<file path="config.mk">
export PLATFORM = sky130hd
export DESIGN_NAME = spi_mstr_param_flat
export DESIGN_NICKNAME = d
export VERILOG_FILES = /design/src/rtl/spi_pkg.sv /design/src/rtl/spi_mstr_param_if.sv /design/src/rtl/spi_sclk_gen.sv /design/src/rtl/spi_mstr_param.sv /design/src/flat_wrapper.sv
export SDC_FILE = /design/constraint.sdc
export NUM_CORES = 1
export LEC_CHECK = 0
export BUFFER_PORTS_ARGS = -buffer_cell sky130_fd_sc_hd__buf_2
export CAP_MARGIN = 20
export CORE_UTILIZATION = 58
export DETAILED_ROUTE_END_ITERATION = 8
export PLACE_DENSITY = 0.8
export SETUP_SLACK_MARGIN = 0.2
export SYNTH_ARGS = -nofsm -noshare
export SYNTH_HDL_FRONTEND = slang
export SYNTH_SLANG_ARGS = --single-unit
</file>
<file path="constraint.sdc">
create_clock -name clk -period 2.5 [get_ports clk]
set_clock_uncertainty 0.05 [all_clocks]
set_input_delay 0.25 -clock clk [delete_from_list [all_inputs] [get_ports clk]]
set_output_delay 0.25 -clock clk [all_outputs]
set_load 0.02 [all_outputs]
</file>
<file path="src/rtl/spi_pkg.sv">
// rtl/spi_pkg.sv - shared state, mode types and constants for the parametrised SPI master
package spi_pkg;

   typedef enum logic [1:0] {
      IDLE,
      FRONT,
      SHIFT,
      BACK
   } spi_state_t;

   typedef struct packed {
      logic cpol;
      logic cpha;
   } spi_mode_t;

   localparam int MIN_HALF_DIV = 2;

   // Slave-select index width; a single slave still gets a 1-bit select.
   function automatic int ss_width(input int num_ss);
      return (num_ss > 1) ? $clog2(num_ss) : 1;
   endfunction

endpackage

</file>
<file path="src/rtl/spi_mstr_param_if.sv">
// rtl/spi_mstr_param_if.sv - host control and SPI bus signals of the parametrised SPI master
interface spi_mstr_param_if #(
   parameter int DATA_W = 16,
   parameter int NUM_SS = 2,
   parameter int SS_W   = spi_pkg::ss_width(NUM_SS)
);
   logic                      wrt;
   logic [DATA_W-1:0]         cmd;
   logic [$clog2(DATA_W)-1:0] len;
   logic                      cpol;
   logic                      cpha;
   logic [SS_W-1:0]           ss_sel;
   logic                      done;
   logic [DATA_W-1:0]         rd_data;
   logic [NUM_SS-1:0]         SS_n;
   logic                      SCLK;
   logic                      MOSI;
   logic                      MISO;

   modport master (
      input  wrt, cmd, len, cpol, cpha, ss_sel, MISO,
      output done, rd_data, SS_n, SCLK, MOSI
   );

   modport slave (
      output wrt, cmd, len, cpol, cpha, ss_sel, MISO,
      input  done, rd_data, SS_n, SCLK, MOSI
   );
endinterface

</file>
<file path="src/rtl/spi_sclk_gen.sv">
// rtl/spi_sclk_gen.sv - half-period counter, SCLK toggle and one-cycle lead/trail edge strobes
module spi_sclk_gen
   import spi_pkg::*;
#(
   parameter int HALF_DIV = 16
) (
   input  logic clk,
   input  logic rst,
   input  logic i_clr,
   input  logic i_en,
   input  logic i_toggle,
   input  logic i_cpol,
   output logic o_sclk,
   output logic o_tick,
   output logic o_lead_edge,
   output logic o_trail_edge
);
   localparam int HD    = (HALF_DIV < MIN_HALF_DIV) ? MIN_HALF_DIV : HALF_DIV;
   localparam int CNT_W = $clog2(HD);
   localparam logic [CNT_W-1:0] CNT_LAST = CNT_W'(HD - 1);

   logic [CNT_W-1:0] r_cnt;
   logic             r_sclk;
   logic             r_lead;
   logic             r_trail;
   logic             w_term;
   logic             w_flip;

   assign w_term = i_en && (r_cnt == CNT_LAST);
   assign w_flip = w_term && i_toggle;

   // Clear parks SCLK at the idle level of the upcoming or finished transfer.
   always_ff @(posedge clk) begin
      if (rst) begin
         r_cnt   <= '0;
         r_sclk  <= 1'b0;
         r_lead  <= 1'b0;
         r_trail <= 1'b0;
      end else if (i_clr) begin
         r_cnt   <= '0;
         r_sclk  <= i_cpol;
         r_lead  <= 1'b0;
         r_trail <= 1'b0;
      end else begin
         r_lead  <= w_flip && (r_sclk == i_cpol);
         r_trail <= w_flip && (r_sclk != i_cpol);
         if (w_flip) begin
            r_sclk <= ~r_sclk;
         end
         if (w_term) begin
            r_cnt <= '0;
         end else if (i_en) begin
            r_cnt <= r_cnt + 1'b1;
         end
      end
   end

   assign o_sclk       = r_sclk;
   assign o_tick       = w_term;
   assign o_lead_edge  = r_lead;
   assign o_trail_edge = r_trail;

endmodule

</file>
<file path="src/rtl/spi_mstr_param.sv">
// rtl/spi_mstr_param.sv - run-time mode/length SPI master with porches and one-hot active-low selects
// Build option SPI_MOSI_TRISTATE_EN: MOSI floats whenever every SS_n is high.
module spi_mstr_param
   import spi_pkg::*;
#(
   parameter int DATA_W   = 16,
   parameter int HALF_DIV = 16,
   parameter int NUM_SS   = 2,
   parameter int SS_W     = ss_width(NUM_SS)
) (
   input  logic               clk,
   input  logic               rst,
   spi_mstr_param_if.master   bus
);
   localparam int LEN_W = $clog2(DATA_W);
   localparam int BC_W  = LEN_W + 1;
   localparam logic [LEN_W-1:0] LEN_MAX = LEN_W'(DATA_W - 1);

   spi_state_t        r_state;
   spi_state_t        w_next;
   spi_mode_t         r_mode;
   logic [LEN_W-1:0]  r_len;
   logic [SS_W-1:0]   r_sel;
   logic [DATA_W-1:0] r_tx;
   logic [DATA_W-1:0] r_rx;
   logic [DATA_W-1:0] r_rd_data;
   logic [BC_W-1:0]   r_bit_cnt;
   logic              r_done;
   logic              r_mosi;

   logic              w_accept;
   logic              w_sclk;
   logic              w_tick;
   logic              w_lead;
   logic              w_trail;
   logic              w_toggle;
   logic              w_sample;
   logic              w_advance;
   logic              w_last_bit;
   logic              w_gen_cpol;
   logic [BC_W-1:0]   w_nbits;
   logic [DATA_W-1:0] w_align;
   logic [NUM_SS-1:0] w_ss_n;

   // done is only ever high in IDLE, so it doubles as the accept qualifier.
   assign w_accept   = bus.wrt && r_done;
   assign w_nbits    = {1'b0, r_len} + BC_W'(1);
   assign w_last_bit = (r_bit_cnt == w_nbits);
   assign w_align    = bus.cmd << (LEN_MAX - bus.len);
   assign w_sample   = r_mode.cpha ? w_trail : w_lead;
   assign w_advance  = r_mode.cpha ? w_lead : w_trail;
   assign w_toggle   = (r_state == FRONT) || ((r_state == SHIFT) && !w_last_bit);
   assign w_gen_cpol = w_accept ? bus.cpol : r_mode.cpol;

   spi_sclk_gen #(
      .HALF_DIV (HALF_DIV)
   ) u_sclk_gen (
      .clk          (clk),
      .rst          (rst),
      .i_clr        (r_state == IDLE),
      .i_en         (r_state != IDLE),
      .i_toggle     (w_toggle),
      .i_cpol       (w_gen_cpol),
      .o_sclk       (w_sclk),
      .o_tick       (w_tick),
      .o_lead_edge  (w_lead),
      .o_trail_edge (w_trail)
   );

   always_ff @(posedge clk) begin
      if (rst) begin
         r_state <= IDLE;
      end else begin
         r_state <= w_next;
      end
   end

   always_comb begin
      w_next = r_state;
      unique case (r_state)
         IDLE:    if (w_accept) w_next = FRONT;
         FRONT:   if (w_tick) w_next = SHIFT;
         SHIFT:   if (w_tick && w_last_bit) w_next = BACK;
         BACK:    if (w_tick) w_next = IDLE;
         default: w_next = IDLE;
      endcase
   end

   // The cycle after BACK returns to IDLE publishes the result and releases the slave.
   always_ff @(posedge clk) begin
      if (rst) begin
         r_mode    <= '0;
         r_len     <= '0;
         r_sel     <= '0;
         r_tx      <= '0;
         r_rx      <= '0;
         r_rd_data <= '0;
         r_bit_cnt <= '0;
         r_done    <= 1'b1;
         r_mosi    <= 1'b0;
      end else if (w_accept) begin
         r_mode.cpol <= bus.cpol;
         r_mode.cpha <= bus.cpha;
         r_len       <= bus.len;
         r_sel       <= bus.ss_sel;
         r_rx        <= '0;
         r_bit_cnt   <= '0;
         r_done      <= 1'b0;
         r_mosi      <= bus.cpha ? 1'b0 : w_align[DATA_W-1];
         r_tx        <= bus.cpha ? w_align : (w_align << 1);
      end else if ((r_state == IDLE) && !r_done) begin
         r_done    <= 1'b1;
         r_rd_data <= r_rx;
         r_mosi    <= 1'b0;
      end else begin
         if (w_advance) begin
            r_mosi <= r_tx[DATA_W-1];
            r_tx   <= r_tx << 1;
         end
         if (w_sample) begin
            r_rx <= {r_rx[DATA_W-2:0], bus.MISO};
         end
         if (w_trail) begin
            r_bit_cnt <= r_bit_cnt + 1'b1;
         end
      end
   end

   // r_sel is stable for the whole transfer, so only r_done switches the decode.
   always_comb begin
      w_ss_n = '1;
      for (int i = 0; i < NUM_SS; i++) begin
         if (!r_done && (r_sel == SS_W'(i))) begin
            w_ss_n[i] = 1'b0;
         end
      end
   end

   assign bus.SS_n    = w_ss_n;
   assign bus.SCLK    = w_sclk;
   assign bus.done    = r_done;
   assign bus.rd_data = r_rd_data;

`ifdef SPI_MOSI_TRISTATE_EN
   assign bus.MOSI = (&w_ss_n) ? 1'bz : r_mosi;
`else
   assign bus.MOSI = r_mosi;
`endif

endmodule

</file>
<file path="src/flat_wrapper.sv">
// flat-port wrapper written by rule: the top's interface ports become plain ports
module spi_mstr_param_flat import spi_pkg::*;
#(
   parameter int DATA_W   = 16,
   parameter int HALF_DIV = 16,
   parameter int NUM_SS   = 2,
   parameter int SS_W     = ss_width(NUM_SS)
)
  (clk, rst, bus_wrt, bus_cmd, bus_len, bus_cpol, bus_cpha, bus_ss_sel, bus_MISO, bus_done, bus_rd_data, bus_SS_n, bus_SCLK, bus_MOSI);
  spi_mstr_param_if #(.DATA_W(DATA_W), .NUM_SS(NUM_SS), .SS_W(SS_W)) bus_i ();
  input  logic clk;
  input  logic rst;
  input wire logic [$bits(bus_i.wrt)-1:0] bus_wrt;
  input wire logic [$bits(bus_i.cmd)-1:0] bus_cmd;
  input wire logic [$bits(bus_i.len)-1:0] bus_len;
  input wire logic [$bits(bus_i.cpol)-1:0] bus_cpol;
  input wire logic [$bits(bus_i.cpha)-1:0] bus_cpha;
  input wire logic [$bits(bus_i.ss_sel)-1:0] bus_ss_sel;
  input wire logic [$bits(bus_i.MISO)-1:0] bus_MISO;
  output wire logic [$bits(bus_i.done)-1:0] bus_done;
  output wire logic [$bits(bus_i.rd_data)-1:0] bus_rd_data;
  output wire logic [$bits(bus_i.SS_n)-1:0] bus_SS_n;
  output wire logic [$bits(bus_i.SCLK)-1:0] bus_SCLK;
  output wire logic [$bits(bus_i.MOSI)-1:0] bus_MOSI;
  assign bus_i.wrt = bus_wrt;
  assign bus_i.cmd = bus_cmd;
  assign bus_i.len = bus_len;
  assign bus_i.cpol = bus_cpol;
  assign bus_i.cpha = bus_cpha;
  assign bus_i.ss_sel = bus_ss_sel;
  assign bus_i.MISO = bus_MISO;
  assign bus_done = bus_i.done;
  assign bus_rd_data = bus_i.rd_data;
  assign bus_SS_n = bus_i.SS_n;
  assign bus_SCLK = bus_i.SCLK;
  assign bus_MOSI = bus_i.MOSI;
  spi_mstr_param #(.DATA_W(DATA_W), .HALF_DIV(HALF_DIV), .NUM_SS(NUM_SS), .SS_W(SS_W)) u_core (.clk(clk), .rst(rst), .bus(bus_i));
endmodule
</file>
## Word level (Yosys, flattened, before mapping)

Cells that the tools add are included.

| storage, ports and cells | value |
|---|---|
| bits in registers | 71 |

| cells by class | value |
|---|---|
| shift-type cells | 1 |
| bitwise gates (word level) | 4 |
| reduce and logical (&&, ||, !) cells | 27 |
| mux-type cells | 22 |
| add/subtract/negate cells | 4 |
| equal/unequal tests | 12 |

Operators by type and width:

| kind | number |
|---|---|
| two-way mux 16 bit | 4 |
| left shift 16 x 4 -> 16 bit | 1 |
| two-way mux 1 bit | 13 |
| logical AND 1 bit | 10 |
| two-way mux 2 bit | 4 |
| one-hot mux 2 bit (4 select lines) | 1 |
| AND reduction 2 bit | 4 |
| nonzero test 2 bit | 4 |
| != test 2 bit (second input constant) | 3 |
| adder 4 x 1 -> 5 bit (second input constant) | 1 |
| adder 5 x 1 -> 5 bit (second input constant) | 1 |
| equality test 5 bit | 1 |
| adder 4 x 1 -> 4 bit (second input constant) | 1 |
| equality test 2 bit (second input constant) | 2 |
| equality test 4 bit (second input constant) | 1 |
| != test 2 x 1 -> 1 bit (second input constant) | 2 |
| inverter 1 bit | 4 |
| AND reduction 4 bit | 1 |
| OR reduction 2 bit | 2 |
| subtractor 4 bit (first input constant) | 1 |
| nonzero test 3 bit | 1 |
| OR reduction 3 bit | 1 |
| equality test 2 x 1 -> 1 bit (second input constant) | 1 |
| logical NOT 1 bit | 2 |
| 4 further kinds | 4 |

## Longest topological paths before layout

Gate-level depths: netlist of run 1.

| depth | value |
|---|---|
| depth in word-level cells | 8 |
| depth in mapped cells | 9 |
| depth with buffers taken out | 7 |

## Modules after synthesis

A second synthesis of run 1 with hierarchy kept.

| unflattened totals | value |
|---|---|
| cell total of the unflattened synthesis | 468 |
| area, all modules | 4091.4 um^2 |

By module, submodules not included:

| module | times used | cells each | area an instance (um^2) | seq. area each (um^2) |
|---|---|---|---|---|
| spi_mstr_param | 1 | 439 | 3786.1 | 1281.2 |
| spi_sclk_gen | 1 | 29 | 305.3 | 140.1 |

## Least setup slack after synthesis of run 1

No wires, ideal clock.

| path | value |
|---|---|
| path kind | register to register |
| start | reg u_core.r_state[0] |
| end | reg u_core.r_rx[10] |
| data arrival time | 1.863 ns |
| slack | 0.459 ns |
| path buffers | 3 |
| stages on the path, launching flop included | 10 |
| data required time | 2.322 ns |
| path through | dfxtp_1 -> inv_1 -> ha_1 -> clkbuf_1 -> nor2b_1 -> buf_2 -> nor2_2 -> buf_4 -> mux2i_1 -> nor2_1 |

| between the ends | value |
|---|---|
| longest elaborated chain between the ends | 4 |

Ends and longest elaborated chain:

| what | line | RTL |
|---|---|---|
| from (decl) | spi_mstr_param.sv:19 | `spi_state_t r_state;` |
| from (signal assigned) | spi_mstr_param.sv:74 | `r_state <= w_next;` |
| logical NOT 2 bit | spi_mstr_param.sv:111 | `end else if ((r_state == IDLE) && !r_done) begin` |
| logical AND 1 bit | spi_mstr_param.sv:111 |  |
| inverter 1 bit (no source line) | - |  |
| AND reduction 2 bit (no source line) | - |  |
| to (signal assigned) | spi_mstr_param.sv:121 | `r_rx <= {r_rx[DATA_W-2:0], bus.MISO};` |
| to (decl) | spi_mstr_param.sv:25 | `logic [DATA_W-1:0] r_rx;` |

Every way passes these cells.
A chain may end at the register's enable or synchronous reset.

## Worst setup path in the final report of run 1

| path | value |
|---|---|
| start | reg u_core.r_state[0] |
| end | reg u_core.r_bit_cnt[4] |

| between the ends | value |
|---|---|
| longest elaborated chain between the ends | 4 |

Ends and longest elaborated chain:

| what | line | RTL |
|---|---|---|
| logical NOT 2 bit | spi_mstr_param.sv:111 |  |
| logical AND 1 bit | spi_mstr_param.sv:111 |  |
| inverter 1 bit (no source line) | - |  |
| AND reduction 2 bit (no source line) | - |  |
| to (signal assigned) | spi_mstr_param.sv:124 | `r_bit_cnt <= r_bit_cnt + 1'b1;` |
| to (decl) | spi_mstr_param.sv:27 | `logic [BC_W-1:0] r_bit_cnt;` |

Every way passes these cells.

==> results of run 1 <==
-- kinds of logic after synthesis --
| family | after synthesis |
|---|---|
| DFF | 71 |
| adders and majority gates | 7 |
| xor gates and xnor gates | 11 |
| muxes | 53 |
| buffers and inverters | 40 |
| AOI/OAI and AO/OA | 103 |
| and+or+nand+nor | 177 |
-- layer usage --
layer | GRT usage (%) | vias up | share of wire (%)
met5 | 0 | - | 0
li1 | - | 1752 | -
met1 | 36.0 | 1709 | 45
met4 | 12.6 | 0 | 2.8
met3 | 6.23 | 21 | 6.2
met2 | 44.1 | 129 | 46
-- per-stage QoR --
step                instance area (um^2)  power (mW)  std cells  setup slack [ps]
floorplan                           3990        1.75        462               459
global placement                    4270        1.92        566               400
detailed placement                  4270        1.93        566               338
CTS                                 4460        2.86        582               370
global route                        4460        2.98        582               219
finish                              4460        2.86        582               393
-- registers in the layout, summed over array words and instances, names as in the netlist --
signal	flops
u_core.bus.MOSI	1
u_core.bus.done	1
u_core.bus.rd_data	16
u_core.r_bit_cnt	5
u_core.r_len	4
u_core.r_mode	2
u_core.r_rx	16
u_core.r_sel	1
u_core.r_state	2
u_core.r_tx	16
u_core.u_sclk_gen.o_lead_edge	1
u_core.u_sclk_gen.o_sclk	1
u_core.u_sclk_gen.o_trail_edge	1
u_core.u_sclk_gen.r_cnt	4
-- power by group through the flow --
stage                     sequential (mW)  combinational [mW]  clock (mW)
final                                1.25               0.677       0.933
after global routing                 1.26               0.738       0.991
after CTS                            1.25               0.670       0.940
after detailed placement             1.27               0.660           0
after global placement               1.27               0.649           0
after floorplan                      1.27               0.482           0
-- timing repair --
action | in CTS | in global routing
setup endpoints to repair | 0 | 1
buffers inserted | 0 | 0
resized for setup | 0 | 1
-- cells in the final DEF, fill, tap and decap left out, types with 5 or more instances in the layout --
master	synthesis	layout
mux2i_1	33	33
ha_1	7	7
xnor2_1	6	6
nor2_1	48	48
buf_2	7	47
clkbuf_8	0	9
a31oi_1	5	5
nor3_1	8	8
dfxtp_1	71	71
nand4_1	6	6
nor2b_1	5	5
buf_4	4	13
inv_1	6	6
o211ai_1	5	5
mux4_2	11	11
o21ai_0	11	11
xor2_1	5	5
nand2_1	72	71
nand3_1	5	5
mux2_2	8	8
a21oi_1	38	38
or3_1	6	6
-- critical path: cells and delay by family, from the launching register on --
kind	cells	cell delay, ps
AND/OR/NAND/NOR	4	720
flip-flops	1	380
adder cells (fa/ha/maj)	1	350
buffers and inverters	2	340
XOR/XNOR	1	150
-- path summary, 6_finish.rpt --
| kind | startpoint | to | slack [ps] | depth (start not counted) |
|---|---|---|---|---|
| hold / removal | bus_MISO | u_core.r_rx[0] | 80 | 3 |
| setup / recovery | u_core.r_state[0] | u_core.r_bit_cnt[4] | 390 | 8 |
| setup reg to reg | u_core.r_state[0] | u_core.r_bit_cnt[4] | 390 | 8 |
| hold reg to reg | u_core.bus.rd_data[12] | u_core.bus.rd_data[12] | 410 | 2 |
-- final cells by class --
cell class,count,area [um^2]
timing repair buffer,60,333
sequential,71,1420
multi-input combinational,351,2390
clock buffer,10,128
tap,77,96.3
clock inverter,6,68.8
inverter,7,26.3
fill,528,2030
==> run_results.csv, run 1 <==
group,metric,value,unit
floorplanning,start_util,61.5,%
logic_synthesis,synth_fa_ha_area_share,2.19,%
worst_setup_path,critPathMaxStageDelay,380,ps
floorplanning,core,6490,um^2
place,port_buffers,47,
worst_setup_path,cpMaxStageDelayCell,"dfxtp_1",
logic_synthesis,syn_inst,462,
worst_hold_path,min-delay-path-class,"input port to register",
power_and_ir_drop,comb_power_share,23.7,%
logic_synthesis,syn_avg_cell_area,8.64,um^2
clock_network,hold_buffers,0,
drt,wire_per_inst,16.5,um
global_route,grt_max_degree,43,
worst_setup_path,end_kind,"register",
floorplanning,dieWidth,85.0,um
global_route,grt_pass1_wl,15900,um
logic_synthesis,ys_async_sr_fraction,0,%
flow_run,drv_cap,0,
logic_synthesis,synth_top_family_by_area,"simple AND/OR/NAND/NOR gates",
timing,final_max_slew_viol_count,0,
cells_and_area,area_growth,11.8,%
cells_and_area,drive_gt1_share,20.2,%
timing,worst_pin_slew,513,ps
timing,max_freq,0.475,GHz
global_route,globalRouteTotalUtil,27.7,%
global_route,grt_pass1_vias,3299,
logic_synthesis,synth-simple-area-share,20.4,%
worst_setup_path,worstSetupPathType,"register to register",
clock_network,clockRootBuffer,"clkbuf_8",
power_and_ir_drop,swShare,32.5,%
logic_synthesis,synth_top_area_share,35.6,%
drt,detail_route.first_pass.iterations,7,
power_and_ir_drop,p_seq_share,43.6,%
cells_and_area,fin_util,68.7,%
timing,worst_hold_slack,81.9,ps
logic_synthesis,synth_top_cell_by_area,"dfxtp_1",
clock_network,clkSinkCount,71,
drt,drtIter0Drc,224,
clock_network,htreeDepth,3,
timing,tns,0,ps
logic_synthesis,synth_edf_count,0,
worst_setup_path,worst-endpoint-required,2680,ps
clock_network,cts_buffers,9,
logic_synthesis,synth_fp_nets,496,
global_route,antenna_found_initial,0,
power_and_ir_drop,power_density,640,nW/um^2
power_and_ir_drop,ir_drop,0.342,mV
floorplanning,dieArea,7220,um^2
logic_synthesis,synthMuxAreaShare,17.0,%
clock_network,clockBufferDepth,2,
drt,drc_errors,0,
power_and_ir_drop,clockPowerShare,32.7,%
logic_synthesis,yosysSeqAreaShare,35.6,%
worst_setup_path,worst-path-max-fanout,17,
place,place_congestion,0.971,
logic_synthesis,synthDistinctLibCells,65,
worst_setup_path,path_cells,"inv_1, ha_1, nand2b_1, buf_4, and2_1, nand4_1, xor2_1, nor2_1",
logic_synthesis,ys.flop_type,"dfxtp_1",
clock_network,clk_pin_slew,80,ps
logic_synthesis,synth_compound_area_share,17.8,%
floorplanning,dieHeight,85.0,um
logic_synthesis,synth-xor-area-share,2.41,%
worst_setup_path,arrival,2290,ps
logic_synthesis,ys_warn_count,0,
power_and_ir_drop,switchingPower,929,uW
logic_synthesis,post-synth-top-count-cell,"nand2_1",
logic_synthesis,synth_area_leaders,"dfxtp_1, mux2i_1, nand2_1, mux4_2, a21oi_1",
clock_network,clk_latency,350,ps
timing,setup_viol,0,
drt,antenna_left,0,
floorplanning,fp-row-count,29,
timing,min_period_over_period,84.3,%
drt,num_vias,3611,
logic_synthesis,synth_area,3990,um^2
timing,slew_headroom,65.8,%
drt,viasPerCell,6.20,
run_status,status,"completed",
logic_synthesis,ys_ff_latch,71,
timing,rsz0062_at_grt,"no",
place,hpwl,6900,um
cells_and_area,diodes,0,
cells_and_area,nNetsFinal,534,
timing,hold_viol,0,
clock_network,cts_tree,"yes",
global_route,gr-total-overflow,0,
floorplanning,top_level_ports,48,
power_and_ir_drop,leakagePower,1.66,nW
drt,finalWirelength,9630,um
worst_setup_path,critPathLaunchType,"register",
power_and_ir_drop,p_int,1.93,mW
timing,period_needed,2110,ps
logic_synthesis,synthTopCellsByCount,"nand2_1, dfxtp_1, nor2_1, a21oi_1, mux2i_1",
Power figures use the tool's default switching activity.
==> run 2, diff against run 1 <==
--- a/config.mk
+++ b/config.mk
@@ -5,11 +5,12 @@
 export SDC_FILE = /design/constraint.sdc
 export NUM_CORES = 1
 export LEC_CHECK = 0
+export ABC_AREA = 1
 export BUFFER_PORTS_ARGS = -buffer_cell sky130_fd_sc_hd__buf_2
 export CAP_MARGIN = 20
-export CORE_UTILIZATION = 58
+export CORE_UTILIZATION = 52
 export DETAILED_ROUTE_END_ITERATION = 8
-export PLACE_DENSITY = 0.8
+export PLACE_DENSITY = 0.76
 export SETUP_SLACK_MARGIN = 0.2
 export SYNTH_ARGS = -nofsm -noshare
 export SYNTH_HDL_FRONTEND = slang
==> constraint.sdc (replaced) <==
create_clock -name clk -period 1.8 [get_ports clk]
set_clock_uncertainty 0.05 [all_clocks]
set_input_delay 0.18 -clock clk [delete_from_list [all_inputs] [get_ports clk]]
set_output_delay 0.18 -clock clk [all_outputs]
set_load 0.02 [all_outputs]
==> run 2 against run 1 <==
Global-route usage is 3.6 points lower. Worst hold slack lost 51 ps. Combinational power rose by 140%. Flip-flop and latch count stayed put. First-iteration DRC count increased by 1.8%. Count of clock-buffer cells in the layout stayed put. Routed wire length shrank 1.9%. Via count up 6.1%. Die area is 7.2% higher. Cell count grew 26%. Clock power is 24% higher. Synthesized cell count grew 24%.
==> run_results.csv, run 2 <==
group,metric,value,unit
worst_setup_path,crit_family,"simple AND/OR/NAND/NOR gates",
logic_synthesis,synth_top_area_share,37.0,%
clock_network,cts_buffers,9,
global_route,grt_pass1_wl,14600,um
floorplanning,top_level_ports,48,
flow_run,drv_cap,0,
global_route,antenna_found_initial,0,
floorplanning,dieArea,7740,um^2
clock_network,htreeDepth,3,
cells_and_area,finalNonFillerCells,733,
floorplanning,dieWidth,88.0,um
worst_setup_path,cpMaxStageDelayCell,"dfxtp_2",
cells_and_area,drive_gt1_share,23.5,%
worst_setup_path,crit_buf_inv,3,
worst_setup_path,critPathLaunchType,"register",
worst_setup_path,worst-endpoint-required,1990,ps
drt,wire_per_inst,12.9,um
timing,max_freq,0.606,GHz
logic_synthesis,synth_fp_nets,608,
floorplanning,core,6980,um^2
run_status,status,"completed",
worst_setup_path,critPathMaxStageDelay,360,ps
cells_and_area,nNetsFinal,666,
global_route,gr-total-overflow,0,
logic_synthesis,syn_inst,574,
timing,period_needed,1650,ps
logic_synthesis,synth_edf_count,0,
timing,min_period_over_period,91.7,%
clock_network,cts_tree,"yes",
cells_and_area,final_common_cell,"nand2_1",
place,port_buffers,47,
cells_and_area,area_growth,19.1,%
cells_and_area,layout_common_cells,"nand2_1, nor2_1, dfxtp_1, nand3_1",
timing,setup_viol,0,
timing,tns,0,ps
power_and_ir_drop,ir_drop,0.609,mV
clock_network,clk_pin_slew,80,ps
worst_setup_path,worstSetupPathType,"register to register",
drt,detail_route.first_pass.iterations,5,
logic_synthesis,yosysSeqAreaShare,37.0,%
worst_setup_path,end_kind,"register",
floorplanning,dieHeight,88.0,um
place,dp_cells,705,
logic_synthesis,synth_area_leaders,"dfxtp_1, nand2_1, nor2_1, nand3_1, o21ai_0",
place,place_congestion,0.861,
logic_synthesis,synthDistinctLibCells,37,
logic_synthesis,synth_top_cell_by_area,"dfxtp_1",
clock_network,clkSinkCount,71,
logic_synthesis,synth_area,3840,um^2
logic_synthesis,ys_warn_count,0,
timing,hold_viol,0,
cells_and_area,fillers,622,
drt,finalWirelength,9450,um
logic_synthesis,syn_avg_cell_area,6.70,um^2
timing,rsz0062_at_grt,"yes",
worst_setup_path,worst-path-max-fanout,4,
power_and_ir_drop,leakagePower,2.08,nW
global_route,grt_pass1_vias,3246,
worst_hold_path,min-delay-path-class,"input port to register",
floorplanning,fp-row-count,30,
cells_and_area,fin_util,65.6,%
logic_synthesis,ys_ff_latch,71,
cells_and_area,diodes,0,
timing,worst_pin_slew,782,ps
global_route,grt_max_degree,28,
drt,antenna_left,0,
logic_synthesis,ys.flop_type,"dfxtp_1",
drt,drtIter0Drc,228,
logic_synthesis,synthTopCellsByCount,"nand2_1, nor2_1, dfxtp_1, nand3_1, o21ai_0",
floorplanning,start_util,55.1,%
timing,final_max_slew_viol_count,0,
worst_setup_path,path_cells,"inv_2, ha_4, inv_4, buf_4, and3_1, nand2_1, o31ai_1, nand3_2, o21ai_1, a21oi_1",
clock_network,hold_buffers,0,
clock_network,clockBufferDepth,2,
timing,slew_headroom,47.8,%
drt,num_vias,3830,
power_and_ir_drop,power_density,1010,nW/um^2
global_route,globalRouteTotalUtil,24.1,%
logic_synthesis,ys_async_sr_fraction,0,%
worst_setup_path,arrival,1840,ps
drt,viasPerCell,5.23,
drt,drc_errors,0,
place,hpwl,6460,um
clock_network,clk_latency,340,ps
logic_synthesis,post-synth-top-count-cell,"nand2_1",
clock_network,clockRootBuffer,"clkbuf_8",
[run 2: logic make-up after synthesis]
group	after synthesis	synth area share [%]
simple gates	311	35.2
flops	71	37.0
xor+xnor	4	0.911
fa+ha+maj	7	2.28
buf+inv	74	8.72
compound gates	105	15.0
mux	2	0.879
[run 2: layer usage]
| metal | vias up | track usage [%] | share of wire, % |
|---|---|---|---|
| li1 | 1977 | - | - |
| met2 | 130 | 38.1 | 47 |
| met3 | 8 | 3.68 | 5.9 |
| met5 | - | 0 | 0 |
| met1 | 1715 | 33.5 | 47 |
| met4 | 0 | 7.90 | 0.95 |
[run 2: layout make-up]
type / instances / area (um^2) / area share (%)
Sequential cell: 71 / 1430 / 31.2
Clock buffer: 10 / 138 / 3.01
Clock inverter: 6 / 42.5 / 0.929
Multi-Input combinational cell: 429 / 2200 / 48.1
Inverter: 47 / 189 / 4.13
Tap cell: 96 / 120 / 2.62
Timing Repair Buffer: 74 / 460 / 10.1
[run 2: path summary, 6_finish.rpt]
check	slack (ps)	startpoint	to	cells after the start
setup reg to reg	150	u_core.r_state[0]	u_core.r_state[0]	10
setup / recovery	150	u_core.r_state[0]	u_core.r_state[0]	10
hold reg to reg	420	u_core.r_tx[0]	u_core.r_tx[0]	2
hold / removal	30	bus_wrt	u_core.bus.done	2
[run 2: where the power goes]
part	total, mW	internal (mW)	switching, mW
clock	1.16	0.542	0.623
sequential	1.87	1.75	0.114
combinational	1.61	0.639	0.973
total	4.65	2.94	1.71
[run 2: stage by stage]
stage / area [um^2] / total power [mW] / hold WS (ps) / setup slack, ps
finish: 4580 / 4.65 / 31.3 / 150
global route: 4580 / 4.92 / 15.2 / 36.4
CTS: 4380 / 4.47 / 0.812 / 186
detailed placement: 4170 / 3.25 / 373 / 35.6
global placement: 4170 / 3.21 / 369 / 87.0
floorplan: 3860 / 2.88 / 246 / 218
[run 2: worst reg2reg max path, delay by kind of cell, from the launching register on]
kind	cells	cell delay [ps]
flops	1	360
simple gates	3	400
compound gates	3	310
buf+inv	3	250
fa+ha+maj	1	170
[run 2: what timing repair did]
action / 4_1_cts / 5_1_grt
setup endpoints to repair: 35 / 26
endpoints found under the hold margin: 0 / 0
gates cloned: 0 / 1
setup buffers: 1 / 10
pin swaps: 2 / 5
resized for setup: 12 / 31
==> run 3, diff against run 2 <==
--- a/config.mk
+++ b/config.mk
@@ -8,6 +8,7 @@
 export ABC_AREA = 1
 export BUFFER_PORTS_ARGS = -buffer_cell sky130_fd_sc_hd__buf_2
 export CAP_MARGIN = 20
+export CORE_ASPECT_RATIO = 2
 export CORE_UTILIZATION = 52
 export DETAILED_ROUTE_END_ITERATION = 8
 export PLACE_DENSITY = 0.76
==> run 3 against run 2 <==
Combinational power shrank 5%. Count of clock-buffer cells in the layout shrank 1. Via count increased by 1.4%. Non-clock buffer count decreased by 7. Sequential share of layout area is 0.53 points lower. Worst setup slack gained 2.7 ps. Cell count down 1.4%. Flip-flop and latch count did not move. Critical path type unchanged. Largest cell class unchanged.
==> run_results.csv, run 3 (synthesized netlist as in run 2, its figures left out) <==
group,metric,value,unit
run_status,status,"completed",
floorplanning,core,7210,um^2
drt,top_layer,"met4",
clock_network,clkSinkCount,71,
worst_setup_path,crit_buf_inv,4,
timing,max_freq,0.607,GHz
worst_hold_path,worstHoldStart,"bus_wrt",
floorplanning,dieWidth,62.8,um
clock_network,hold_buffers,0,
timing,final_max_slew_viol_count,0,
cells_and_area,fillers,656,
cells_and_area,multi_input_comb_area,2190,um^2
drt,met2_length,5310,um
global_route,grt_max_degree,20,
worst_setup_path,r2r_start,"u_core.r_state[0]",
floorplanning,start_util,53.3,%
drt,drc_errors,0,
clock_network,clk_pin_slew,60,ps
floorplanning,dieArea,7760,um^2
drt,viasPerCell,5.37,
floorplanning,dieHeight,124,um
power_and_ir_drop,power,5.29,mW
timing,hold_viol,0,
drt,wire_per_inst,13.4,um
flow_run,drv_cap,0,
worst_setup_path,end_kind,"register",
timing,worst_pin_slew,378,ps
power_and_ir_drop,leakagePower,2.13,nW
worst_setup_path,critPathMaxStageDelay,350,ps
clock_network,htreeDepth,3,
clock_network,clk_latency,340,ps
worst_setup_path,arrival,1820,ps
worst_setup_path,worstSetupPathType,"register to register",
global_route,globalRouteTotalUtil,25.0,%
place,place_congestion,0.896,
timing,slew_headroom,74.8,%
drt,wl_met1,3460,um
worst_setup_path,cp.depth,10,
clock_network,clockRootBuffer,"clkbuf_16",
drt,num_vias,3884,
floorplanning,fp-row-count,44,
worst_hold_path,min-delay-path-class,"input port to register",
global_route,gr-total-overflow,0,
worst_setup_path,path_cells,"inv_2, ha_4, inv_6, nor2_4, buf_4, buf_4, nor2_1, nand2_1, o21ai_0, a21oi_1",
cells_and_area,fin_util,64.6,%
cells_and_area,drive_gt1_share,22.5,%
timing,min_period_over_period,91.5,%
cells_and_area,nNetsFinal,660,
cells_and_area,area_growth,21.2,%
timing,rsz0062_at_grt,"yes",
worst_setup_path,critPathLaunchType,"register",
cells_and_area,regArea,1430,um^2
floorplanning,top_level_ports,48,
cells_and_area,layout_common_cells,"nand2_1, nor2_1, dfxtp_1, nand3_1, buf_2",
worst_hold_path,hold_depth,2,
worst_hold_path,min_to,"u_core.bus.done",
worst_setup_path,worst-endpoint-required,1970,ps
worst_setup_path,worst-path-max-fanout,6,
global_route,grt_pass1_vias,3500,
global_route,grt_pass1_wl,15200,um
worst_setup_path,cpMaxStageDelayCell,"dfxtp_2",
cells_and_area,diodes,0,
drt,met3_length,389,um
clock_network,cts_tree,"yes",
drt,detail_route.first_pass.iterations,4,
timing,setup_viol,0,
worst_setup_path,r2r_end,"u_core.bus.MOSI",
drt,finalWirelength,9660,um
drt,drtIter0Drc,183,
clock_network,clockBufferDepth,2,
place,hpwl,6870,um
worst_setup_path,rr_worst_depth,10,
worst_setup_path,crit_family,"buffers and inverters",
worst_setup_path,worst_path_most_repeated_cell,"buf_4",
timing,tns,0,ps
drt,antenna_left,0,
timing,period_needed,1650,ps
clock_network,cts_buffers,9,
power_and_ir_drop,ir_drop,0.890,mV
cells_and_area,final_common_cell,"nand2_1",
global_route,antenna_found_initial,0,
place,port_buffers,47,
power_and_ir_drop,power_density,1140,nW/um^2
worst_setup_path,r2r_slack,150,ps
-- run 3: worst max path at each step --
stage / to / from
final: u_core.bus.MOSI / u_core.r_state[0]
after CTS: u_core.u_sclk_gen.o_sclk / u_core.r_len[1]
after floorplan: u_core.r_tx[13] / u_core.r_state[0]
after global routing: u_core.u_sclk_gen.o_sclk / u_core.r_len[1]
after detailed placement: u_core.r_tx[8] / u_core.r_state[0]
after global placement: u_core.r_tx[4] / u_core.r_state[0]
-- run 3: metal layers --
metal	vias to the layer above	global-route usage (%)
met3	43	4.76
met1	1762	23.0
li1	1966	-
met4	0	14.8
met5	-	0
met2	113	49.5
-- run 3: area by class of cell --
cell class | instances | share of cell area [%]
Tap cell | 92 | 2.47
Timing Repair Buffer | 67 | 8.81
Clock buffer | 9 | 4.84
Multi-Input combinational cell | 430 | 47.1
Inverter | 47 | 4.06
Clock inverter | 7 | 2.07
Sequential cell | 71 | 30.6
-- run 3: through the flow --
step,worst slack (ps),cell area (um^2),std cells,hold slack [ps]
after floorplan,218,3860,574,246
after global placement,110,4140,698,369
after detailed placement,33.3,4140,698,375
after CTS,157,4510,715,18.5
after global routing,55.7,4660,723,53.5
final,152,4660,723,47.0
-- run 3: repair_timing --
| action | in CTS | in global routing |
|---|---|---|
| endpoints found under the hold margin | 0 | 0 |
| gates cloned | 0 | 2 |
| buffers inserted | 1 | 6 |
| pin swaps | 5 | 2 |
| endpoints found under the setup margin | 38 | 38 |
| resized for setup | 14 | 24 |
-- run 3: power by group --
part | internal (mW) | leakage (nW) | switching, mW
clock network | 1.22 | 0.160 | 0.674
logic | 0.566 | 1.39 | 0.961
registers | 1.76 | 0.581 | 0.115
total | 3.54 | 2.13 | 1.75
